$ cat src/rtl/sram_fifo_arbiter_if.sv
// Requester and SRAM FIFO controller signals of the arbiter, grouped as one bundle.
// The arbiter connects through the slave modport; the requesters/controller side uses master.
interface sram_fifo_arbiter_if;
    logic [3:0]  req;
    logic [15:0] slave_wdata;
    logic [15:0] master_wdata;
    logic [3:0]  ack;
    logic        resp_err;
    logic [15:0] slave_rdata;
    logic [15:0] master_rdata;
    logic        mem_req;
    logic [1:0]  mem_op;
    logic [15:0] mem_wdata;
    logic        mem_done;
    logic [15:0] mem_rdata;
    logic        fifo_i_full;
    logic        fifo_i_empty;
    logic        fifo_o_full;
    logic        fifo_o_empty;
    logic        busy;
    logic        err_timeout;

    modport slave (
        input  req, slave_wdata, master_wdata, mem_done, mem_rdata,
               fifo_i_full, fifo_i_empty, fifo_o_full, fifo_o_empty,
        output ack, resp_err, slave_rdata, master_rdata, mem_req, mem_op,
               mem_wdata, busy, err_timeout
    );

    modport master (
        output req, slave_wdata, master_wdata, mem_done, mem_rdata,
               fifo_i_full, fifo_i_empty, fifo_o_full, fifo_o_empty,
        input  ack, resp_err, slave_rdata, master_rdata, mem_req, mem_op,
               mem_wdata, busy, err_timeout
    );
endinterface

$ cat src/rtl/sram_fifo_arbiter.sv
// Round-robin arbiter sharing one SRAM dual-FIFO controller among the SPI slave/master
// push/pop requesters; one command in flight, bounded by a timeout, with flag settle gap.
module sram_fifo_arbiter #(
    parameter int unsigned TIMEOUT_CYCLES = 15,
    parameter int unsigned FLAG_SETTLE    = 2
) (
    input logic          clk,
    input logic          rst,
    sram_fifo_arbiter_if.slave bus
);
    typedef enum logic [2:0] {S_IDLE, S_ISSUE, S_WAIT, S_ACK, S_SETTLE} state_t;

    localparam logic [7:0] LP_TIMEOUT = 8'(TIMEOUT_CYCLES);
    localparam logic [7:0] LP_SETTLE  = 8'(FLAG_SETTLE);

    state_t      r_state, w_state_nxt;
    logic [1:0]  r_g, w_g_nxt;
    logic [1:0]  r_rr, w_rr_nxt;
    logic [7:0]  r_cnt, w_cnt_nxt;
    logic [3:0]  r_ack, w_ack_nxt;
    logic        r_resp_err, w_resp_err_nxt;
    logic        r_mem_req, w_mem_req_nxt;
    logic [1:0]  r_mem_op, w_mem_op_nxt;
    logic [15:0] r_mem_wdata, w_mem_wdata_nxt;
    logic [15:0] r_srd, w_srd_nxt;
    logic [15:0] r_mrd, w_mrd_nxt;
    logic        r_err_to, w_err_to_nxt;

    logic [3:0]  w_elig;
    logic        w_found;
    logic [1:0]  w_pick;
    logic [7:0]  w_cnt_inc;
    logic        w_timeout;

    assign w_elig    = bus.req & {~bus.fifo_i_empty, ~bus.fifo_o_full,
                                  ~bus.fifo_o_empty, ~bus.fifo_i_full};
    assign w_cnt_inc = r_cnt + 8'd1;
    assign w_timeout = (w_cnt_inc == LP_TIMEOUT);

    always_comb begin
        w_found = 1'b0;
        w_pick  = r_rr;
        for (int unsigned k = 0; k < 4; k++) begin
            if (!w_found && w_elig[r_rr + 2'(k)]) begin
                w_found = 1'b1;
                w_pick  = r_rr + 2'(k);
            end
        end
    end

    always_ff @(posedge clk) begin
        if (rst) r_state <= S_IDLE;
        else     r_state <= w_state_nxt;
    end

    always_comb begin
        w_state_nxt = r_state;
        case (r_state)
            S_IDLE:   if (w_found) w_state_nxt = S_ISSUE;
            S_ISSUE:  w_state_nxt = S_WAIT;
            S_WAIT:   if (bus.mem_done || w_timeout) w_state_nxt = S_ACK;
            S_ACK:    w_state_nxt = (FLAG_SETTLE == 0) ? S_IDLE : S_SETTLE;
            S_SETTLE: if (w_cnt_inc == LP_SETTLE) w_state_nxt = S_IDLE;
            default:  w_state_nxt = S_IDLE;
        endcase
    end

    // Next values of the registered outputs; r_cnt doubles as the settle counter after ACK.
    always_comb begin
        w_g_nxt         = r_g;
        w_rr_nxt        = r_rr;
        w_cnt_nxt       = r_cnt;
        w_ack_nxt       = '0;
        w_resp_err_nxt  = 1'b0;
        w_mem_req_nxt   = 1'b0;
        w_mem_op_nxt    = '0;
        w_mem_wdata_nxt = r_mem_wdata;
        w_srd_nxt       = r_srd;
        w_mrd_nxt       = r_mrd;
        w_err_to_nxt    = r_err_to;
        case (r_state)
            S_IDLE: begin
                if (w_found) begin
                    w_g_nxt       = w_pick;
                    w_rr_nxt      = w_pick + 2'd1;
                    w_mem_req_nxt = 1'b1;
                    w_mem_op_nxt  = w_pick;
                    if (w_pick == 2'd0) w_mem_wdata_nxt = bus.slave_wdata;
                    if (w_pick == 2'd2) w_mem_wdata_nxt = bus.master_wdata;
                end
            end
            S_ISSUE: w_cnt_nxt = '0;
            S_WAIT: begin
                if (bus.mem_done) begin
                    w_ack_nxt[r_g] = 1'b1;
                    if (r_g == 2'd1) w_srd_nxt = bus.mem_rdata;
                    if (r_g == 2'd3) w_mrd_nxt = bus.mem_rdata;
                end else if (w_timeout) begin
                    w_ack_nxt[r_g] = 1'b1;
                    w_resp_err_nxt = 1'b1;
                    w_err_to_nxt   = 1'b1;
                    if (r_g == 2'd1) w_srd_nxt = '0;
                    if (r_g == 2'd3) w_mrd_nxt = '0;
                end else begin
                    w_cnt_nxt = w_cnt_inc;
                end
            end
            S_ACK:    w_cnt_nxt = '0;
            S_SETTLE: w_cnt_nxt = w_cnt_inc;
            default:  w_cnt_nxt = '0;
        endcase
    end

    always_ff @(posedge clk) begin
        if (rst) begin
            r_g         <= '0;
            r_rr        <= '0;
            r_cnt       <= '0;
            r_ack       <= '0;
            r_resp_err  <= 1'b0;
            r_mem_req   <= 1'b0;
            r_mem_op    <= '0;
            r_mem_wdata <= '0;
            r_srd       <= '0;
            r_mrd       <= '0;
            r_err_to    <= 1'b0;
        end else begin
            r_g         <= w_g_nxt;
            r_rr        <= w_rr_nxt;
            r_cnt       <= w_cnt_nxt;
            r_ack       <= w_ack_nxt;
            r_resp_err  <= w_resp_err_nxt;
            r_mem_req   <= w_mem_req_nxt;
            r_mem_op    <= w_mem_op_nxt;
            r_mem_wdata <= w_mem_wdata_nxt;
            r_srd       <= w_srd_nxt;
            r_mrd       <= w_mrd_nxt;
            r_err_to    <= w_err_to_nxt;
        end
    end

    assign bus.ack          = r_ack;
    assign bus.resp_err     = r_resp_err;
    assign bus.slave_rdata  = r_srd;
    assign bus.master_rdata = r_mrd;
    assign bus.mem_req      = r_mem_req;
    assign bus.mem_op       = r_mem_op;
    assign bus.mem_wdata    = r_mem_wdata;
    assign bus.busy         = (r_state != S_IDLE);
    assign bus.err_timeout  = r_err_to;
endmodule
$ cat src/flat_wrapper.sv
// flat-port wrapper written by rule: the top's interface ports become plain ports
module sram_fifo_arbiter_flat 
#(
    parameter int unsigned TIMEOUT_CYCLES = 15,
    parameter int unsigned FLAG_SETTLE    = 2
)
  (clk, rst, bus_req, bus_slave_wdata, bus_master_wdata, bus_mem_done, bus_mem_rdata, bus_fifo_i_full, bus_fifo_i_empty, bus_fifo_o_full, bus_fifo_o_empty, bus_ack, bus_resp_err, bus_slave_rdata, bus_master_rdata, bus_mem_req, bus_mem_op, bus_mem_wdata, bus_busy, bus_err_timeout);
  sram_fifo_arbiter_if bus_i ();
  input logic clk;
  input logic rst;
  input wire logic [$bits(bus_i.req)-1:0] bus_req;
  input wire logic [$bits(bus_i.slave_wdata)-1:0] bus_slave_wdata;
  input wire logic [$bits(bus_i.master_wdata)-1:0] bus_master_wdata;
  input wire logic [$bits(bus_i.mem_done)-1:0] bus_mem_done;
  input wire logic [$bits(bus_i.mem_rdata)-1:0] bus_mem_rdata;
  input wire logic [$bits(bus_i.fifo_i_full)-1:0] bus_fifo_i_full;
  input wire logic [$bits(bus_i.fifo_i_empty)-1:0] bus_fifo_i_empty;
  input wire logic [$bits(bus_i.fifo_o_full)-1:0] bus_fifo_o_full;
  input wire logic [$bits(bus_i.fifo_o_empty)-1:0] bus_fifo_o_empty;
  output wire logic [$bits(bus_i.ack)-1:0] bus_ack;
  output wire logic [$bits(bus_i.resp_err)-1:0] bus_resp_err;
  output wire logic [$bits(bus_i.slave_rdata)-1:0] bus_slave_rdata;
  output wire logic [$bits(bus_i.master_rdata)-1:0] bus_master_rdata;
  output wire logic [$bits(bus_i.mem_req)-1:0] bus_mem_req;
  output wire logic [$bits(bus_i.mem_op)-1:0] bus_mem_op;
  output wire logic [$bits(bus_i.mem_wdata)-1:0] bus_mem_wdata;
  output wire logic [$bits(bus_i.busy)-1:0] bus_busy;
  output wire logic [$bits(bus_i.err_timeout)-1:0] bus_err_timeout;
  assign bus_i.req = bus_req;
  assign bus_i.slave_wdata = bus_slave_wdata;
  assign bus_i.master_wdata = bus_master_wdata;
  assign bus_i.mem_done = bus_mem_done;
  assign bus_i.mem_rdata = bus_mem_rdata;
  assign bus_i.fifo_i_full = bus_fifo_i_full;
  assign bus_i.fifo_i_empty = bus_fifo_i_empty;
  assign bus_i.fifo_o_full = bus_fifo_o_full;
  assign bus_i.fifo_o_empty = bus_fifo_o_empty;
  assign bus_ack = bus_i.ack;
  assign bus_resp_err = bus_i.resp_err;
  assign bus_slave_rdata = bus_i.slave_rdata;
  assign bus_master_rdata = bus_i.master_rdata;
  assign bus_mem_req = bus_i.mem_req;
  assign bus_mem_op = bus_i.mem_op;
  assign bus_mem_wdata = bus_i.mem_wdata;
  assign bus_busy = bus_i.busy;
  assign bus_err_timeout = bus_i.err_timeout;
  sram_fifo_arbiter #(.TIMEOUT_CYCLES(TIMEOUT_CYCLES), .FLAG_SETTLE(FLAG_SETTLE)) u_core (.clk(clk), .rst(rst), .bus(bus_i));
endmodule
$ cat config.mk
export PLATFORM = sky130hd
export DESIGN_NAME = sram_fifo_arbiter_flat
export DESIGN_NICKNAME = d
export VERILOG_FILES = /design/src/rtl/sram_fifo_arbiter_if.sv /design/src/rtl/sram_fifo_arbiter.sv /design/src/flat_wrapper.sv
export SDC_FILE = /design/constraint.sdc
export NUM_CORES = 1
export LEC_CHECK = 0
export CAP_MARGIN = 40
export CORE_ASPECT_RATIO = 0.5
export CORE_MARGIN = 3
export CORE_UTILIZATION = 40
export DETAILED_ROUTE_END_ITERATION = 7
export PLACE_DENSITY_LB_ADDON = 0.1
export SETUP_SLACK_MARGIN = 0.02
export SYNTH_ARGS = -nofsm -noshare
export SYNTH_HDL_FRONTEND = slang
export SYNTH_SLANG_ARGS = --single-unit
$ cat constraint.sdc
create_clock -name clk -period 3.4 [get_ports clk]
set_input_delay 0.68 -clock clk [delete_from_list [all_inputs] [get_ports clk]]
set_output_delay 0.68 -clock clk [all_outputs]
set_load 0.02 [all_outputs]
Yosys cells after proc, flatten, opt, wreduce, memory -nomap -nowiden
Index checks and enable logic that the tools add are counted.
{"block": "word_totals", "ff_bits": 72, "latch_bits": 0, "ram_bits": 0, "rom_bits": 0, "inputBits": 59, "n_memories": 0}
{"block": "classes", "n_addsub": 5, "multipliers": 0, "n_div": 0, "n_lt_le_gt_ge": 6, "n_eq_ne": 14, "shift": 0, "muxes": 38, "bitwise": 9, "reduce_logical": 24}
{"op": "two-way mux 16 bit", "count": 10}
{"op": "case mux 8 bit (3 select lines)", "count": 1}
{"op": "AND reduction 3 bit", "count": 6}
{"op": "two-way mux 8 bit", "count": 2}
{"op": "< comparator 2 x 3 -> 1 bit, second input constant", "count": 5}
{"op": "case mux 3 bit (5 select lines)", "count": 1}
{"op": "two-way mux 1 bit", "count": 11}
{"op": "two-way mux 3 bit", "count": 3}
{"op": "adder 8 x 1 -> 8 bit, second input constant", "count": 1}
{"op": "binary-select mux 1 bit (select 2 bit)", "count": 4}
{"op": "equality test 8 x 2 -> 1 bit, second input constant", "count": 1}
{"op": "equality test 8 x 4 -> 1 bit, second input constant", "count": 1}
{"op": "two-way mux 4 bit", "count": 2}
{"op": "NOT 1 bit", "count": 8}
{"op": "equality test 3 x 2 -> 1 bit, second input constant", "count": 2}
{"op": "two-way mux 2 bit", "count": 3}
{"op": "inequality test 2 x 1 -> 1 bit, second input constant", "count": 3}
{"op": "OR reduction 3 bit", "count": 2}
{"op": "adder 2 x 1 -> 2 bit, second input constant", "count": 2}
{"op": "adder 2 bit, second input constant", "count": 2}
{"op": "bitwise AND 4 bit", "count": 1}
{"op": "equality test 2 bit, second input constant", "count": 2}
{"op": "logical AND 1 bit", "count": 4}
{"op": "inequality test 2 bit, second input constant", "count": 2}
{"op": "other kinds (13)", "count": 17}

Logic depth before layout (Yosys ltp)
{"block": "logic_depth", "word_depth": 17, "mapped_depth": 10}

Worst setup path after synthesis
OpenSTA, ideal clock, no wires.
{"block": "synth_timing", "kind": "input port to flip-flop", "start": "in bus_req[2]", "end": "reg u_core.r_mem_wdata[10], in the netlist u_core.bus.mem_wdata[10]", "arrival_ns": 2.713, "required_ns": 3.272, "setup_slack_ns": 0.560, "stages": 10, "path_buffers": 2, "cell_sequence": "nor2b_1 -> nor3_1 -> a31o_2 -> o31ai_1 -> ha_1 -> clkbuf_1 -> clkbuf_1 -> mux2_2 -> mux2i_1 -> nor2_1"}
{"block": "synth_via", "elab_chain_cells": 16, "elab_cells_between_ends": 27, "classes_between": "eq/ne: 1; mux: 16; bitwise: 1; reduce/logical: 9"}
{"element": "from (decl)", "line_no": "flat_wrapper.sv:11", "text": "input wire logic [$bits(bus_i.req)-1:0] bus_req;"}
{"element": "bitwise AND 4 bit *", "line_no": "sram_fifo_arbiter.sv:35", "text": "assign w_elig = bus.req & {~bus.fifo_i_empty, ~bus.fifo_o_full,"}
{"element": "binary-select mux 1 bit (select 2 bit)", "line_no": "sram_fifo_arbiter.sv:44", "text": "if (!w_found && w_elig[r_rr + 2'(k)]) begin"}
{"element": "two-way mux 1 bit (not written as such)", "line_no": "sram_fifo_arbiter.sv:44"}
{"element": "two-way mux 1 bit", "line_no": "sram_fifo_arbiter.sv:44"}
{"element": "zero test 1 bit", "line_no": "sram_fifo_arbiter.sv:44"}
{"element": "logical AND 1 bit", "line_no": "sram_fifo_arbiter.sv:44"}
{"element": "two-way mux 1 bit", "line_no": "sram_fifo_arbiter.sv:44"}
{"element": "zero test 1 bit", "line_no": "sram_fifo_arbiter.sv:44"}
{"element": "logical AND 1 bit", "line_no": "sram_fifo_arbiter.sv:44"}
{"element": "two-way mux 1 bit", "line_no": "sram_fifo_arbiter.sv:44"}
{"element": "zero test 1 bit", "line_no": "sram_fifo_arbiter.sv:44"}
{"element": "logical AND 1 bit", "line_no": "sram_fifo_arbiter.sv:44"}
{"element": "two-way mux 2 bit *", "line_no": "sram_fifo_arbiter.sv:44"}
{"element": "named net u_core.w_pick[1]", "line_no": "sram_fifo_arbiter.sv:31", "text": "logic [1:0] w_pick;"}
{"element": "equality test 2 bit / zero test 2 bit (equally long branches)", "line_no": "sram_fifo_arbiter.sv:89, sram_fifo_arbiter.sv:88"}
{"element": "nonzero test 2 bit (no source line)"}
{"element": "AND reduction 3 bit (no source line)"}
{"element": "to (signal assigned)", "line_no": "sram_fifo_arbiter.sv:135", "text": "r_mem_wdata <= w_mem_wdata_nxt;"}
{"element": "to (decl)", "line_no": "sram_fifo_arbiter.sv:24", "text": "logic [15:0] r_mem_wdata, w_mem_wdata_nxt;"}
Mark *: on every way through the listed nets, which the timed path passes. The rest lies on a longest branch. The select of a mux whose other input is x is not followed.
A chain may end at the register's enable or synchronous reset.

Worst setup path in the final report
{"block": "layout_timing", "start": "in bus_req[3]", "end": "reg u_core.r_mem_wdata[3], in the netlist u_core.bus.mem_wdata[3]"}
The elaborated chain is that of the path after synthesis.

==> results.toml <==
[yosys]
synth_compound_area_frac = 0.189
synth_area_um2 = 3280
syn_nets = 434
synth_area_leaders = "dfxtp_1 (44%), a21oi_1 (6.0%), o21ai_0 (5.7%), mux2_2 (5.5%), nand2_1 (5.4%)"
synthMuxAreaShare = 0.107
synth_area_leader_cell = "dfxtp_1"
synthCells = 371
avgSynthCellArea_um2 = 8.83
yosysSeqAreaShare = 0.440
synth_flop_cell = "dfxtp_1"
ys_seq_elements = 72
ys_async_sr_fraction = 0
synthSimpleGateAreaFrac = 0.191
synth_top_family_by_area = "simple AND/OR/NAND/NOR gates"
synth_edf_count = 0
synth_xor_area_frac = 0.00802
ys_types = 53
synth_warnings = 0
synth_top_cell_area_share = 0.440
synthAdderAreaFrac = 0.0153

[job]
maxCapViolations = 0

[finish]
fin_util = 0.632
multiInputGateArea_um2 = 1670
drive_above_1_share = 0.128
diodes = 0
regArea_um2 = 1440
fillers = 672
syn2layout_area_growth_pct = 47.2
nNetsFinal = 544

[clock_tree]
cts_inserted_buffers = 9
cts.clk_slew.worst_paths_ns = 0.06
ctsRootBufferMaster = "clkbuf_16"
post_cts_resized = 0
clk_latency_ns = 0.33
cts.sinks = 72
htree_levels = 3
cts_tree = "built"
clk_path_buf_depth = 2
cts_hold_buf = 0
postCtsSetupRepairBufs = 0

[critical_path]
critPathMaxFanout = 16
end_kind = "flip-flop"
worstPathRequired_ns = 3.60
worst_path_max_delay_cell = "clkdlybuf4s50_1"
setup.worst_path.class = "in2reg"
path_cells = "clkdlybuf4s50_1 > nor2b_1 > nor3_1 > a31o_2 > o31ai_1 > ha_1 > buf_4 > mux2_2 > mux2i_1 > nor2_1"
max_stage_delay_ns = 0.48
arrival_ns = 3.05
startpoint_type = "input port"

[power]
intPower_uw = 2040
power_uw = 2900
comb_power_share = 0.276
power_frac_clock = 0.375
switching_share = 0.294
vdd_drop_max_v = 0.000329
netSwitchingPower_uw = 852
powerDensity_nw_per_um2 = 601
p_seq_frac = 0.349
leakage_uw = 0.00172

[global_routing]
grt_max_degree = 43
grt_pass1_wl_mm = 14.0
use_met3 = 0.0871
grtUsageTotal = 0.184
grt_pass1_vias = 2897
top_usage_layer = "met2"
grt_antenna_before_repair = 0
grt_util_met2 = 0.285
overflow = 0
use_met1 = 0.233

[detailed_routing]
route.vias.total = 3008
first_iter_violations = 188
vias_per_cell = 5.06
dr.pass1.iters = 5
drcViolationCount = 0
drtAntennaViolNets = 0
routedWlPerCell_um = 14.3
drt-total-wl_mm = 8.50

[timing]
finalHoldViolCount = 0
max_freq_ghz = 0.351
finalHoldWorstSlack_ns = 0.474
maxSlewViolCount = 0
setup_slack_ns = 0.550
fin_skew_ns = 0.00573
grt_setup_unrepaired = "no"
max_slew_margin = 0.486
max_slew.worst_pin.slew_ns = 0.766
fin_crit_ns = 2.85
finalSetupViolCount = 0
setup-tns-final_ns = 0
min_period_over_period = 0.838

[die]
core_area_um2 = 7620
dieArea_um2 = 9380
core.rowCount = 22
die_h_um = 70
start_util = 0.430
ios = 117
die-width_um = 134

[placement]
portBuffers = 116
dpl_worst_slack_ns = 0.212
gp_congestion = 0.814
hpwl_mm = 5.89

[worst_hold_path]
min_path_type = "reg2reg"

[run_status]
outcome = "complete, no violations"
-- worst max-delay path: cells and delay by family --
family                   cells  cell delay [ns]
AO/OA/AOI/OAI                2             0.60
adder cells (fa/ha/maj)      1             0.22
buffers and inverters        2             0.71
multiplexers                 2             0.49
AND/OR/NAND/NOR              3             0.34
-- final timing paths --
path | depth (start not counted) | from | slack [ns] | to
max | 10 | bus_req[3] | 0.55 | u_core.bus.mem_wdata[3]
min | 2 | u_core.bus.master_rdata[1] | 0.47 | u_core.bus.master_rdata[1]
max reg2reg | 8 | u_core.r_cnt[0] | 0.66 | u_core.bus.master_rdata[12]
min reg2reg | 2 | u_core.bus.master_rdata[1] | 0.47 | u_core.bus.master_rdata[1]
-- layout by cell type, fill, tap and decap left out, types with 3 or more instances in the layout --
cell type | Yosys | routed
ha_1 | 4 | 4
nor2b_1 | 4 | 4
nor2_2 | 3 | 3
dfxtp_1 | 72 | 72
mux2i_1 | 17 | 17
clkdlybuf4s50_1 | 0 | 115
nor3_1 | 9 | 9
nand2b_1 | 4 | 4
nor3b_1 | 3 | 3
nand2_1 | 47 | 47
a21oi_1 | 39 | 39
or3_1 | 4 | 4
clkbuf_16 | 0 | 9
buf_4 | 0 | 5
inv_1 | 6 | 6
bufinv_16 | 0 | 3
nand3_1 | 12 | 12
mux2_2 | 16 | 16
o21ai_0 | 37 | 37
nor2_1 | 30 | 30
-- synth_stat cells (2+ instances only) --
master	count
ha_1	4
nand4b_1	2
nand2b_1	4
mux2_2	16
o211ai_1	2
clkbuf_1	10
a211oi_1	2
a21oi_1	39
nor2_2	3
o21ai_0	37
xnor2_1	2
o32ai_2	2
nor2b_1	4
clkbuf_2	4
dfxtp_1	72
nor3b_1	3
a31o_2	2
nand2_1	47
nor2_1	30
a31oi_1	2
nand3_1	12
inv_1	6
nor3_1	9
a21oi_2	2
mux2i_1	17
or3_1	4
and3_2	2
buf_2	4
buf_6	3
o31ai_2	2
-- state kept, by name, indices dropped and copies added, names as in the netlist, 3 cells and up --
name,count
u_core.bus.slave_rdata,16
u_core.bus.ack,4
u_core.bus.mem_wdata,16
u_core.r_state,3
u_core.bus.master_rdata,16
u_core.r_cnt,8
-- cell families after synthesis --
group           after synthesis
compound gates              101
xor+xnor                      3
fa+ha+maj                     4
mux                          33
flops                        72
simple gates                129
buf+inv                      29
-- power groups by stage --
stage	clock (µW)	combinational [µW]	sequential (µW)
floorplan	0	472	1070
global placement	0	797	1030
detailed placement	0	804	1020
finish	1090	800	1010
global route	1150	872	1020
CTS	1110	808	1010
-- per-layer routing --
metal / part of all wire / routed length, µm
met5: 0 / 0
met1: 0.46 / 3900
met4: 0.0073 / 62
met3: 0.087 / 735
met2: 0.45 / 3800
-- area by class of cell --
type	count	share of cell area
Clock inverter	7	0.0249
Timing Repair Buffer	122	0.250
Multi-Input combinational cell	270	0.347
Inverter	6	0.00467
Tap cell	108	0.0280
Clock buffer	9	0.0467
Sequential cell	72	0.299
-- stage by stage --
step           std cells  area (µm²)
6_report             594        4820
5_1_grt              594        4820
4_1_cts              594        4820
3_5_place_dp         578        4480
3_3_place_gp         577        4470
2_1_floorplan        371        3280
(Power assumes the default switching activity.)
